### src/rtl/reg_file_arb_pkg.sv
// Shared types and constants for the register-file access arbiter.
package reg_file_arb_pkg;

  localparam int DEF_ADDR_WIDTH = 4;
  localparam int DEF_REG_WIDTH  = 8;
  localparam int DEF_RD_TIMEOUT = 4;

  typedef logic [1:0] state_t;
  localparam state_t IDLE    = 2'd0;
  localparam state_t WRITE   = 2'd1;
  localparam state_t READ    = 2'd2;
  localparam state_t WAIT_RD = 2'd3;

  typedef logic port_id_t;
  localparam port_id_t PORT0 = 1'b0;
  localparam port_id_t PORT1 = 1'b1;

  function automatic logic [1:0] port_onehot(input port_id_t id);
    return (id == PORT1) ? 2'b10 : 2'b01;
  endfunction

endpackage

### src/rtl/rr_arbiter_2.sv
// Two-way round-robin arbiter: combinational one-hot grant, priority flop
// hands priority to the other port whenever the advance strobe fires.
module rr_arbiter_2
  import reg_file_arb_pkg::*;
(
  input  logic       clk,
  input  logic       rst,
  input  logic [1:0] req,
  input  logic       adv,
  output logic [1:0] gnt
);

  port_id_t prio;

  always_comb begin
    gnt = 2'b00;
    if (req[0] && (!req[1] || prio == PORT0)) begin
      gnt = 2'b01;
    end else if (req[1]) begin
      gnt = 2'b10;
    end
  end

  always_ff @(posedge clk or posedge rst) begin
    if (rst) begin
      prio <= PORT0;
    end else if (adv) begin
      prio <= gnt[0] ? PORT1 : PORT0;
    end
  end

endmodule

### src/rtl/reg_file_arbiter.sv
// Shares the register file's single port between two masters; sequences
// write/read strobes, routes read data back to its owner, flags read timeouts.
module reg_file_arbiter
  import reg_file_arb_pkg::*;
#(
  parameter int ADDR_WIDTH = DEF_ADDR_WIDTH,
  parameter int REG_WIDTH  = DEF_REG_WIDTH,
  parameter int RD_TIMEOUT = DEF_RD_TIMEOUT
) (
  input  logic                  i_CLK,
  input  logic                  i_RST,
  input  logic                  i_Req_0,
  input  logic                  i_Req_1,
  input  logic                  i_Wr_0,
  input  logic                  i_Wr_1,
  input  logic [ADDR_WIDTH-1:0] i_Address_0,
  input  logic [ADDR_WIDTH-1:0] i_Address_1,
  input  logic [REG_WIDTH-1:0]  i_WrData_0,
  input  logic [REG_WIDTH-1:0]  i_WrData_1,
  output logic                  o_Gnt_0,
  output logic                  o_Gnt_1,
  output logic [REG_WIDTH-1:0]  o_RdData_0,
  output logic [REG_WIDTH-1:0]  o_RdData_1,
  output logic                  o_RdData_Valid_0,
  output logic                  o_RdData_Valid_1,
  output logic                  o_Err_0,
  output logic                  o_Err_1,
  output logic                  o_RF_RdEn,
  output logic                  o_RF_WrEn,
  output logic [ADDR_WIDTH-1:0] o_RF_Address,
  output logic [REG_WIDTH-1:0]  o_RF_WrData,
  input  logic [REG_WIDTH-1:0]  i_RF_RdData,
  input  logic                  i_RF_RdData_Valid
);

  localparam int CNT_W = (RD_TIMEOUT > 1) ? $clog2(RD_TIMEOUT) : 1;
  localparam logic [CNT_W-1:0] CNT_LAST = CNT_W'(RD_TIMEOUT - 1);

  state_t                state, state_nxt;
  port_id_t              cmd_id, cmd_id_nxt;
  logic [CNT_W-1:0]      cnt, cnt_nxt;
  logic [1:0]            arb_gnt;
  logic                  arb_adv;
  logic                  win_wr;
  logic [1:0]            gnt_nxt, vld_nxt, err_nxt;
  logic                  rden_nxt, wren_nxt;
  logic [ADDR_WIDTH-1:0] addr_nxt;
  logic [REG_WIDTH-1:0]  wdata_nxt, rdata0_nxt, rdata1_nxt;

  rr_arbiter_2 u_arb (
    .clk (i_CLK),
    .rst (i_RST),
    .req ({i_Req_1, i_Req_0}),
    .adv (arb_adv),
    .gnt (arb_gnt)
  );

  // Outputs are registered, so each one is computed for the state being entered.
  always_comb begin
    state_nxt  = state;
    cmd_id_nxt = cmd_id;
    cnt_nxt    = cnt;
    arb_adv    = 1'b0;
    win_wr     = 1'b0;
    gnt_nxt    = 2'b00;
    vld_nxt    = 2'b00;
    err_nxt    = 2'b00;
    rden_nxt   = 1'b0;
    wren_nxt   = 1'b0;
    addr_nxt   = o_RF_Address;
    wdata_nxt  = o_RF_WrData;
    rdata0_nxt = o_RdData_0;
    rdata1_nxt = o_RdData_1;

    case (state)
      IDLE: begin
        if (arb_gnt != 2'b00) begin
          arb_adv    = 1'b1;
          cmd_id_nxt = arb_gnt[1] ? PORT1 : PORT0;
          win_wr     = arb_gnt[1] ? i_Wr_1 : i_Wr_0;
          addr_nxt   = arb_gnt[1] ? i_Address_1 : i_Address_0;
          wdata_nxt  = arb_gnt[1] ? i_WrData_1 : i_WrData_0;
          gnt_nxt    = arb_gnt;
          if (win_wr) begin
            state_nxt = WRITE;
            wren_nxt  = 1'b1;
          end else begin
            state_nxt = READ;
            rden_nxt  = 1'b1;
          end
        end
      end
      WRITE: begin
        state_nxt = IDLE;
      end
      READ: begin
        cnt_nxt   = '0;
        state_nxt = WAIT_RD;
      end
      WAIT_RD: begin
        // A return on the same edge as the timeout still counts as data.
        if (i_RF_RdData_Valid) begin
          vld_nxt[cmd_id] = 1'b1;
          if (cmd_id == PORT1) rdata1_nxt = i_RF_RdData;
          else                 rdata0_nxt = i_RF_RdData;
          state_nxt = IDLE;
        end else if (cnt == CNT_LAST) begin
          err_nxt[cmd_id] = 1'b1;
          state_nxt       = IDLE;
        end else begin
          cnt_nxt = cnt + 1'b1;
        end
      end
      default: begin
        state_nxt = IDLE;
      end
    endcase

    if (state_nxt == IDLE) begin
      addr_nxt  = '0;
      wdata_nxt = '0;
    end
  end

  always_ff @(posedge i_CLK or posedge i_RST) begin
    if (i_RST) begin
      state            <= IDLE;
      cmd_id           <= PORT0;
      cnt              <= '0;
      o_Gnt_0          <= 1'b0;
      o_Gnt_1          <= 1'b0;
      o_RdData_Valid_0 <= 1'b0;
      o_RdData_Valid_1 <= 1'b0;
      o_Err_0          <= 1'b0;
      o_Err_1          <= 1'b0;
      o_RF_RdEn        <= 1'b0;
      o_RF_WrEn        <= 1'b0;
      o_RF_Address     <= '0;
      o_RF_WrData      <= '0;
      o_RdData_0       <= '0;
      o_RdData_1       <= '0;
    end else begin
      state            <= state_nxt;
      cmd_id           <= cmd_id_nxt;
      cnt              <= cnt_nxt;
      o_Gnt_0          <= gnt_nxt[0];
      o_Gnt_1          <= gnt_nxt[1];
      o_RdData_Valid_0 <= vld_nxt[0];
      o_RdData_Valid_1 <= vld_nxt[1];
      o_Err_0          <= err_nxt[0];
      o_Err_1          <= err_nxt[1];
      o_RF_RdEn        <= rden_nxt;
      o_RF_WrEn        <= wren_nxt;
      o_RF_Address     <= addr_nxt;
      o_RF_WrData      <= wdata_nxt;
      o_RdData_0       <= rdata0_nxt;
      o_RdData_1       <= rdata1_nxt;
    end
  end

endmodule

### config.mk
export PLATFORM = sky130hd
export DESIGN_NAME = reg_file_arbiter
export DESIGN_NICKNAME = d
export VERILOG_FILES = /design/src/rtl/reg_file_arb_pkg.sv /design/src/rtl/rr_arbiter_2.sv /design/src/rtl/reg_file_arbiter.sv
export SDC_FILE = /design/constraint.sdc
export NUM_CORES = 1
export LEC_CHECK = 0
export CELL_PAD_IN_SITES_DETAIL_PLACEMENT = 0
export CELL_PAD_IN_SITES_GLOBAL_PLACEMENT = 1
export CORE_MARGIN = 4
export CORE_UTILIZATION = 29
export DETAILED_ROUTE_END_ITERATION = 8
export GPL_TIMING_DRIVEN = 0
export PLACE_DENSITY = 0.8
export REMOVE_ABC_BUFFERS = 1
export SKIP_LAST_GASP = 1
export SLEW_MARGIN = 5
export SYNTH_ARGS = -nofsm -noshare
export SYNTH_HDL_FRONTEND = slang
export SYNTH_SLANG_ARGS = --single-unit
### constraint.sdc
create_clock -name i_CLK -period 1.3 [get_ports i_CLK]
set_input_delay 0.26 -clock i_CLK [delete_from_list [all_inputs] [get_ports i_CLK]]
set_output_delay 0.26 -clock i_CLK [all_outputs]
set_load 0.1 [all_outputs]
Yosys cells after proc, flatten, opt, wreduce, memory -nomap -nowiden
Cells that the tools add are included.

word-level totals
  register bits = 42
  latch bits = 0
  RAM bits = 0
  ROM bits = 0
  input port bits = 39
  output and inout port bits = 36
  word-level logic and storage cells = 80
  memories = 0

cells by class
  add/subtract/negate cells = 1
  $mul = 0
  divide/modulo/power cells = 0
  order comparisons = 2
  eq/ne operators = 6
  shift-type cells = 0
  mux-type cells = 38
  bitwise logic cells = 2
  reductions and logical operators = 15

operators by type and width
  cell                                                  number
  two-way mux 8 bit                                     4
  two-way mux 2 bit                                     15
  two-way mux 4 bit                                     4
  two-way mux 1 bit                                     12
  AND reduction 3 bit                                   3
  one-hot mux 2 bit (4 select lines)                    1
  nonzero test 2 bit                                    4
  equality test 2 bit (second input constant)           3
  logical NOT 2 bit                                     2
  != test 2 bit (second input constant)                 2
  one-hot mux 2 bit (2 select lines)                    1
  AND reduction 2 bit                                   2
  adder 2 x 1 -> 2 bit (second input constant)          1
  equality test 2 x 1 -> 1 bit (second input constant)  1
  logical AND 1 bit                                     2
  < comparator 1 x 2 -> 1 bit (second input constant)   1
  NOT 1 bit                                             2
  demux 1 bit (select 1 bit)                            1
  >= comparator 1 bit (second input constant)           1
  logical NOT 1 bit                                     1
  logical OR 1 bit                                      1

Logic depth before layout (Yosys ltp)
Gate-level depths: netlist of run 1.

  word-level depth = 11
  mapped depth = 5
  mapped depth without buffers = 4

Hierarchy
Synthesis of run 1 repeated with hierarchy kept, for this count alone.

unflattened totals
  cells, all modules = 144
  area total of the unflattened synthesis = 1791.7 um2

modules (own cells, without submodules)
  module            instances  cells an instance  area each (um2)
  reg_file_arbiter  1          138                1725.4
  rr_arbiter_2      1          6                  66.3

Worst setup path after synthesis of run 1
Ideal clock, no wire load.

  kind = register to register
  start = reg, netlist name o_RF_Address[0]
  end = reg o_RF_Address[0]
  arrival = 1286 ps
  data required time = 1174 ps
  setup slack = -112 ps
  cell stages (with the launch flop) = 3
  buffers on the path = 0
  clock period less this slack = 1412 ps
  cell sequence = dfrtp_1 and3_1 a221o_1

RTL lines
  what                    RTL line                 text
  end signal: assignment  reg_file_arbiter.sv:154  o_RF_Address <= addr_nxt;
  end: declaration        reg_file_arbiter.sv:30   output logic [ADDR_WIDTH-1:0] o_RF_Address,

Worst setup path after layout of run 1
  start = reg cnt[0]
  end = reg o_RF_WrData[7]

on the way
  word-level cells in the longest chain between the ends = 7
  elaborated cells on any way between the ends = 9
  classes of those cells = 1 x eq/ne; 4 x mux; 4 x reduce/logical

ends and longest elaborated chain
  what                                  RTL line                 text
  start: declaration                    reg_file_arbiter.sv:41   logic [CNT_W-1:0] cnt, cnt_nxt;
  start signal: assignment              reg_file_arbiter.sv:145  cnt <= cnt_nxt;
  equality test 2 bit *                 reg_file_arbiter.sv:107  end else if (cnt == CNT_LAST) begin
  two-way mux 2 bit *                   reg_file_arbiter.sv:107
  two-way mux 2 bit *                   reg_file_arbiter.sv:102  if (i_RF_RdData_Valid) begin
  one-hot mux 2 bit (4 select lines) *  reg_file_arbiter.sv:75   case (state)
  logical NOT 2 bit *                   reg_file_arbiter.sv:119  if (state_nxt == IDLE) begin
  nonzero test 2 bit (no source line)   n/a
  AND reduction 2 bit (no source line)  n/a
  end signal: assignment                reg_file_arbiter.sv:155  o_RF_WrData <= wdata_nxt;
  end: declaration                      reg_file_arbiter.sv:31   output logic [REG_WIDTH-1:0] o_RF_WrData,

Mark *: on every way between the ends. The rest lies on a longest branch, timed or not.
A chain may end at the register's enable or synchronous reset.

==> results.py, run 1 <==
metrics = {
    "clock_tree": {
        "clock_sinks": 42,
        "cts_made_buffers": 5,
        "worstSkewPairLatency_ns": 0.29,
        "clock_path_buffers": 2,
        "htreeDepth": 2,
        "clock_tree.root_cell": "clkbuf_8",
        "cts_tree": "built",
        "clkTransAtPathRegs_ns": 0.08,
        "ctsHoldBuffers": 0,
    },
    "min_path": {
        "hold_class": "primary input to async pin",
    },
    "floorplan": {
        "die_area_sq_um": 7170,
        "initial_utilization_pct": 30.4,
        "die_w_um": 84.7,
        "rows": 27,
        "core_sq_um": 5610,
        "pin_count": 75,
        "fp.dieH_um": 84.7,
    },
    "run": {
        "maxCapViolCount": 0,
    },
    "global_routing": {
        "grt_pass1_vias": 1366,
        "antenna_found_initial": 0,
        "grt_max_degree": 23,
        "grt_overflow": 0,
        "grt_pass1_wl_um": 7020,
        "grt_use_total_pct": 12.4,
    },
    "sta": {
        "rsz0062_at_grt": "yes",
        "setup_viol": 0,
        "finalHoldViolations": 0,
        "clock_skew_ns": 0.00551,
        "min_period_over_period_pct": 99.9,
        "finalMaxSlewViolations": 0,
        "max_slew_margin_pct": 67.7,
        "tightest_slew_ns": 0.484,
        "max_freq_mhz": 770,
        "period_needed_ns": 1.30,
    },
    "drt": {
        "dr.max_layer_used": "met4",
        "wl_met1_um": 1840,
        "vias": 1368,
        "vias_per_cell": 4.82,
        "firstDrtPassIters": 4,
        "wl_per_cell_um": 15.3,
        "drcViolationCount": 0,
        "first_iter_violations": 48,
        "detail-route-antenna-nets": 0,
        "route.final.wire_length_um": 4340,
        "wl_met3_um": 429,
        "wl_met2_um": 2030,
    },
    "worst_setup_path": {
        "arrival_ns": 1.52,
        "required_ns": 1.52,
        "path_class": "flop to flop",
        "cp-end-kind": "flop",
        "path_max_fanout": 13,
        "setup.worst_path.start_class": "flop",
    },
    "status": {
        "status": "finished, final reports clean",
    },
    "placement": {
        "hpwl_um": 2980,
        "globalplace.congestion": 0.697,
        "place_area_sq_um": 2520,
        "port_buffers": 74,
    },
    "cells_and_area": {
        "nNetsFinal": 252,
        "syn2layout_area_growth_pct": 56.8,
        "fill_cells": 576,
        "n_antenna_cell": 0,
        "design_area_sq_um": 2670,
        "drive_above_1_share_pct": 37.7,
        "final_util_pct": 47.7,
    },
    "logic_synthesis": {
        "synth_cell_type_count": 31,
        "muxShareOfSynthArea_pct": 10.6,
        "synth_top_family_by_area": "compound AO/OA/AOI/OAI gates",
        "synth_fa_ha_area_share_pct": 0.734,
        "synth-simple-area-share_pct": 11.2,
        "synth-xor-area-share_pct": 0,
        "async_flop_share_pct": 100,
        "synth_edf_count": 0,
        "ys_ff_latch": 42,
        "ys_seq_area_share_pct": 61.6,
        "syn_area_per_cell_sq_um": 13.3,
        "ys.flop_type": "dfrtp_1",
        "yosys_warnings": 0,
        "synth_compound_area_share_pct": 12.0,
        "synth_area_sq_um": 1710,
        "syn_inst": 128,
    },
}
[layout by cell type, fill, tap and decap left out, types with 2 or more instances in the layout]
| master | instances |
|---|---|
| buf_4 | 42 |
| dfrtp_1 | 40 |
| clkdlybuf4s50_1 | 35 |
| mux2_2 | 16 |
| and3_1 | 12 |
| a221o_1 | 12 |
| inv_1 | 6 |
| clkbuf_8 | 6 |
| nand2_1 | 5 |
| nor2_1 | 4 |
| dlygate4sd2_1 | 3 |
| nand4_4 | 2 |
| and3_4 | 2 |
| o21ai_0 | 2 |
| clkbuf_4 | 2 |
[kinds of logic (layout without fill, tap and decap cells)]
kind of cell / after synthesis / after routing
AO/OA/AOI/OAI: 24 / 24
buffers and inverters: 14 / 97
AND/OR/NAND/NOR: 31 / 32
multiplexers: 16 / 16
flip-flops: 42 / 42
adder cells (fa/ha/maj): 1 / 1
[synthesized netlist by cell type (2+ instances only)]
cell | number | share of area, %
buf_2 | 2 | 0.59
clkbuf_1 | 3 | 0.66
mux2_2 | 16 | 11
o21ai_0 | 2 | 0.59
and3_1 | 13 | 4.8
inv_1 | 7 | 1.5
nor2_1 | 4 | 0.88
dfrtp_1 | 42 | 62
nand2_1 | 5 | 1.1
nand4_2 | 2 | 1.5
a221o_1 | 12 | 7.0
[registers in the layout, summed over array words and instances, names as in the netlist, 2 cells and up]
register,count
o_RF_WrData,8
o_RdData_0,8
o_RdData_1,8
o_RF_Address,4
cnt,2
state,2
[through the flow]
step	setup TNS (ns)	std cells	hold WS [ns]	setup WS, ns
floorplan	-2.81	121	0.357	-0.135
detailed placement	-32.42	268	0.492	-0.624
CTS	-0.0679	283	0.312	-0.0591
global route	-0.783	284	0.339	-0.0752
global placement	-66.03	267	0.488	-0.812
finish	0	284	0.309	0.00185
[cell type report]
cell class / count / area [sq um] / area share [%]
sequential: 42 / 1060 / 39.5
timing repair buffer: 83 / 734 / 27.5
multi-input combinational: 73 / 654 / 24.5
tap: 72 / 90.1 / 3.37
clock buffer: 6 / 82.6 / 3.09
clock inverter: 1 / 30.0 / 1.12
inverter: 7 / 26.3 / 0.983
[routing by layer]
metal / vias to the layer above / GRT usage [%]
li1: 645 / -
met1: 651 / 15.4
met2: 67 / 20.2
met3: 5 / 4.81
met4: 0 / 3.45
met5: - / 0
[final timing paths]
path / startpoint / slack (ns) / endpoint / cells past startpoint
worst max-delay path: cnt[0] / 0.002 / o_RF_WrData[7] / 4
worst min-delay path: i_RST / 0.31 / o_RdData_0[5] / 2
worst max register to register: cnt[0] / 0.002 / o_RF_WrData[7] / 4
worst min register to register: o_RdData_0[3] / 0.51 / o_RdData_0[3] / 1
max in group asynchronous: i_RST / 0.51 / state[1] / 3
min in group i_CLK: i_Req_1 / 0.44 / u_arb.prio / 2
[critical path, stage by stage, from the launching register on]
cell     delay (ns)
dfrtp_1        0.42
ha_4           0.18
o21ai_4        0.30
and3_1         0.21
a221o_1        0.12
[timing repair]
| item | 4_1_cts | 5_1_grt |
|---|---|---|
| setup buffers | 8 | 1 |
| resized for setup | 230 | 2 |
| pin swaps | 3 | 0 |
| gates cloned | 1 | 0 |
| endpoints found under the setup margin | 72 | 31 |
Power of run 1 is left out: the tool's default activity adds up to more than one toggle a clock period on the data nets, which glitch-free logic cannot reach.
==> inputs of run 2 (changes only) <==
Settings changed: SETUP_SLACK_MARGIN set to 0.5, SLEW_MARGIN 5 to not set.
==> run 2 against run 1 <==
  * The flow now finishes with violations (negative setup slack)
  * Worst setup slack got worse by 0.077 ns
  * First-iteration DRC count fell by 4.2%
  * Clock-buffer cell count rose by 1
  * Fmax fell by 5.6%
  * Critical endpoint is now o_RF_Address[2]
==> results.py, run 2 (synthesis gave the netlist of run 1 again) <==
metrics = {
    "global_routing": {
        "groute.layer.met3.usage_pct": 5.10,
        "grt_pass1_wl_um": 7550,
        "antenna_found_initial": 0,
        "globalRouteMet1Util_pct": 16.2,
        "grt_use_total_pct": 13.4,
        "met2_usage_pct": 22.7,
        "grt-busiest-layer": "met2",
        "grt_overflow": 0,
        "grt_max_degree": 43,
        "grt_pass1_vias": 1465,
    },
    "clock_tree": {
        "ctsHoldBuffers": 0,
        "clock_sinks": 42,
        "cts_made_buffers": 5,
        "worstSkewPairLatency_ns": 0.29,
        "clkTransAtPathRegs_ns": 0.08,
        "htreeDepth": 2,
        "clock_tree.root_cell": "clkbuf_8",
        "clock_path_buffers": 2,
        "cts_tree": "built",
    },
    "drt": {
        "drcViolationCount": 0,
        "vias_per_cell": 4.84,
        "detail-route-antenna-nets": 0,
        "route.final.wire_length_um": 4990,
        "first_iter_violations": 46,
        "firstDrtPassIters": 4,
        "vias": 1412,
        "wl_per_cell_um": 17.1,
    },
    "sta": {
        "max_slew_margin_pct": 72.5,
        "min_period_over_period_pct": 106,
        "finalHoldViolations": 0,
        "period_needed_ns": 1.38,
        "rsz0062_at_grt": "yes",
        "max_freq_mhz": 727,
        "tightest_slew_ns": 0.413,
        "setup_viol": 12,
        "fin_setup_tns_ns": -0.581,
        "timing.hold.ws_ns": 0.338,
        "finalMaxSlewViolations": 0,
        "clock_skew_ns": 0.00252,
        "fin_ws_ns": -0.0753,
    },
    "status": {
        "failed_checks": "negative setup slack",
        "status": "finished, violations left",
    },
    "worst_setup_path": {
        "critPathLaunch": "cnt[1]",
        "ff2ff_setup_slack_ns": -0.08,
        "path_class": "flop to flop",
        "endpoint": "o_RF_Address[2]",
        "path_max_fanout": 13,
        "r2r_cells": 5,
        "arrival_ns": 1.55,
        "cp-end-kind": "flop",
        "r2r-end": "o_RF_Address[2]",
        "r2r_start": "cnt[1]",
        "required_ns": 1.48,
        "setup.worst_path.start_class": "flop",
    },
    "floorplan": {
        "core_sq_um": 5610,
        "die_w_um": 84.7,
        "rows": 27,
        "die_area_sq_um": 7170,
        "pin_count": 75,
        "fp.dieH_um": 84.7,
        "initial_utilization_pct": 30.4,
    },
    "cells_and_area": {
        "final_common_cell": "dfrtp_1",
        "nNetsFinal": 259,
        "top_regs": "o_RF_WrData x8, o_RdData_0 x8, o_RdData_1 x8",
        "n_antenna_cell": 0,
        "drive_above_1_share_pct": 41.4,
        "fill_cells": 487,
        "mostFrequentLayoutCells": "40 x dfrtp_1, 35 x clkdlybuf4s50_1, 29 x buf_12",
        "syn2layout_area_growth_pct": 85.5,
    },
    "min_path": {
        "hold_class": "primary input to async pin",
    },
    "placement": {
        "hpwl_um": 2910,
        "globalplace.congestion": 0.697,
        "port_buffers": 74,
    },
    "run": {
        "maxCapViolCount": 0,
    },
}
## run 2: final cells by class
cell class                      instances  area, sq um  area share (%)
Sequential cell                        42         1060            33.4
Clock inverter                          1         5.00           0.158
Inverter                                7         31.3           0.989
Timing Repair Buffer                   89         1200            38.0
Tap cell                               72         90.1            2.85
Clock buffer                            7         86.3            2.73
Multi-Input combinational cell         74          693            21.9
## run 2: repair_timing
| action | in CTS | in global routing |
|---|---|---|
| setup endpoints to repair | 120 | 78 |
| cloned | 2 | 0 |
| gates resized for setup | 323 | 26 |
| pin swaps | 13 | 7 |
| buffers inserted | 12 | 3 |
## run 2: per-stage QoR
step | cells | instance area, sq um | setup WS, ns | util [%]
detailed placement | 267 | 2500 | -0.655 | 44.5
global route | 292 | 3160 | -0.118 | 56.4
finish | 292 | 3160 | -0.0753 | 56.4
floorplan | 121 | 1670 | -0.135 | -
global placement | 267 | 2500 | -0.812 | 44.5
CTS | 289 | 3030 | -0.0587 | 54.0
## run 2: worst min path at each step
stage	from	end	slack [ns]	cells past startpoint
6_report	i_RST	o_RF_WrData[6]	0.34	2
5_1_grt	i_RST	o_RdData_1[2]	0.37	2
4_1_cts	i_RST	o_RdData_1[5]	0.35	2
3_5_place_dp	o_RdData_0[3]	o_RdData_0[3]	0.49	1
3_3_place_gp	o_RdData_1[6]	o_RdData_1[6]	0.49	1
2_1_floorplan	i_Req_1	u_arb.prio	0.36	1
## run 2: routing by layer
layer / up-vias / wire length [um]
met3: 7 / 417
met4: 0 / 60
met5: - / 0
met1: 685 / 1960
li1: 661 / -
met2: 59 / 2550
## run 2: critical path, stage by stage, from the launching register on
cell and delay [ns]:
dfrtp_1 0.41, ha_4 0.17, o21ai_4 0.06, buf_12 0.16
and3_1 0.18, a221o_1 0.27
Power of run 2 is left out for the same reason.
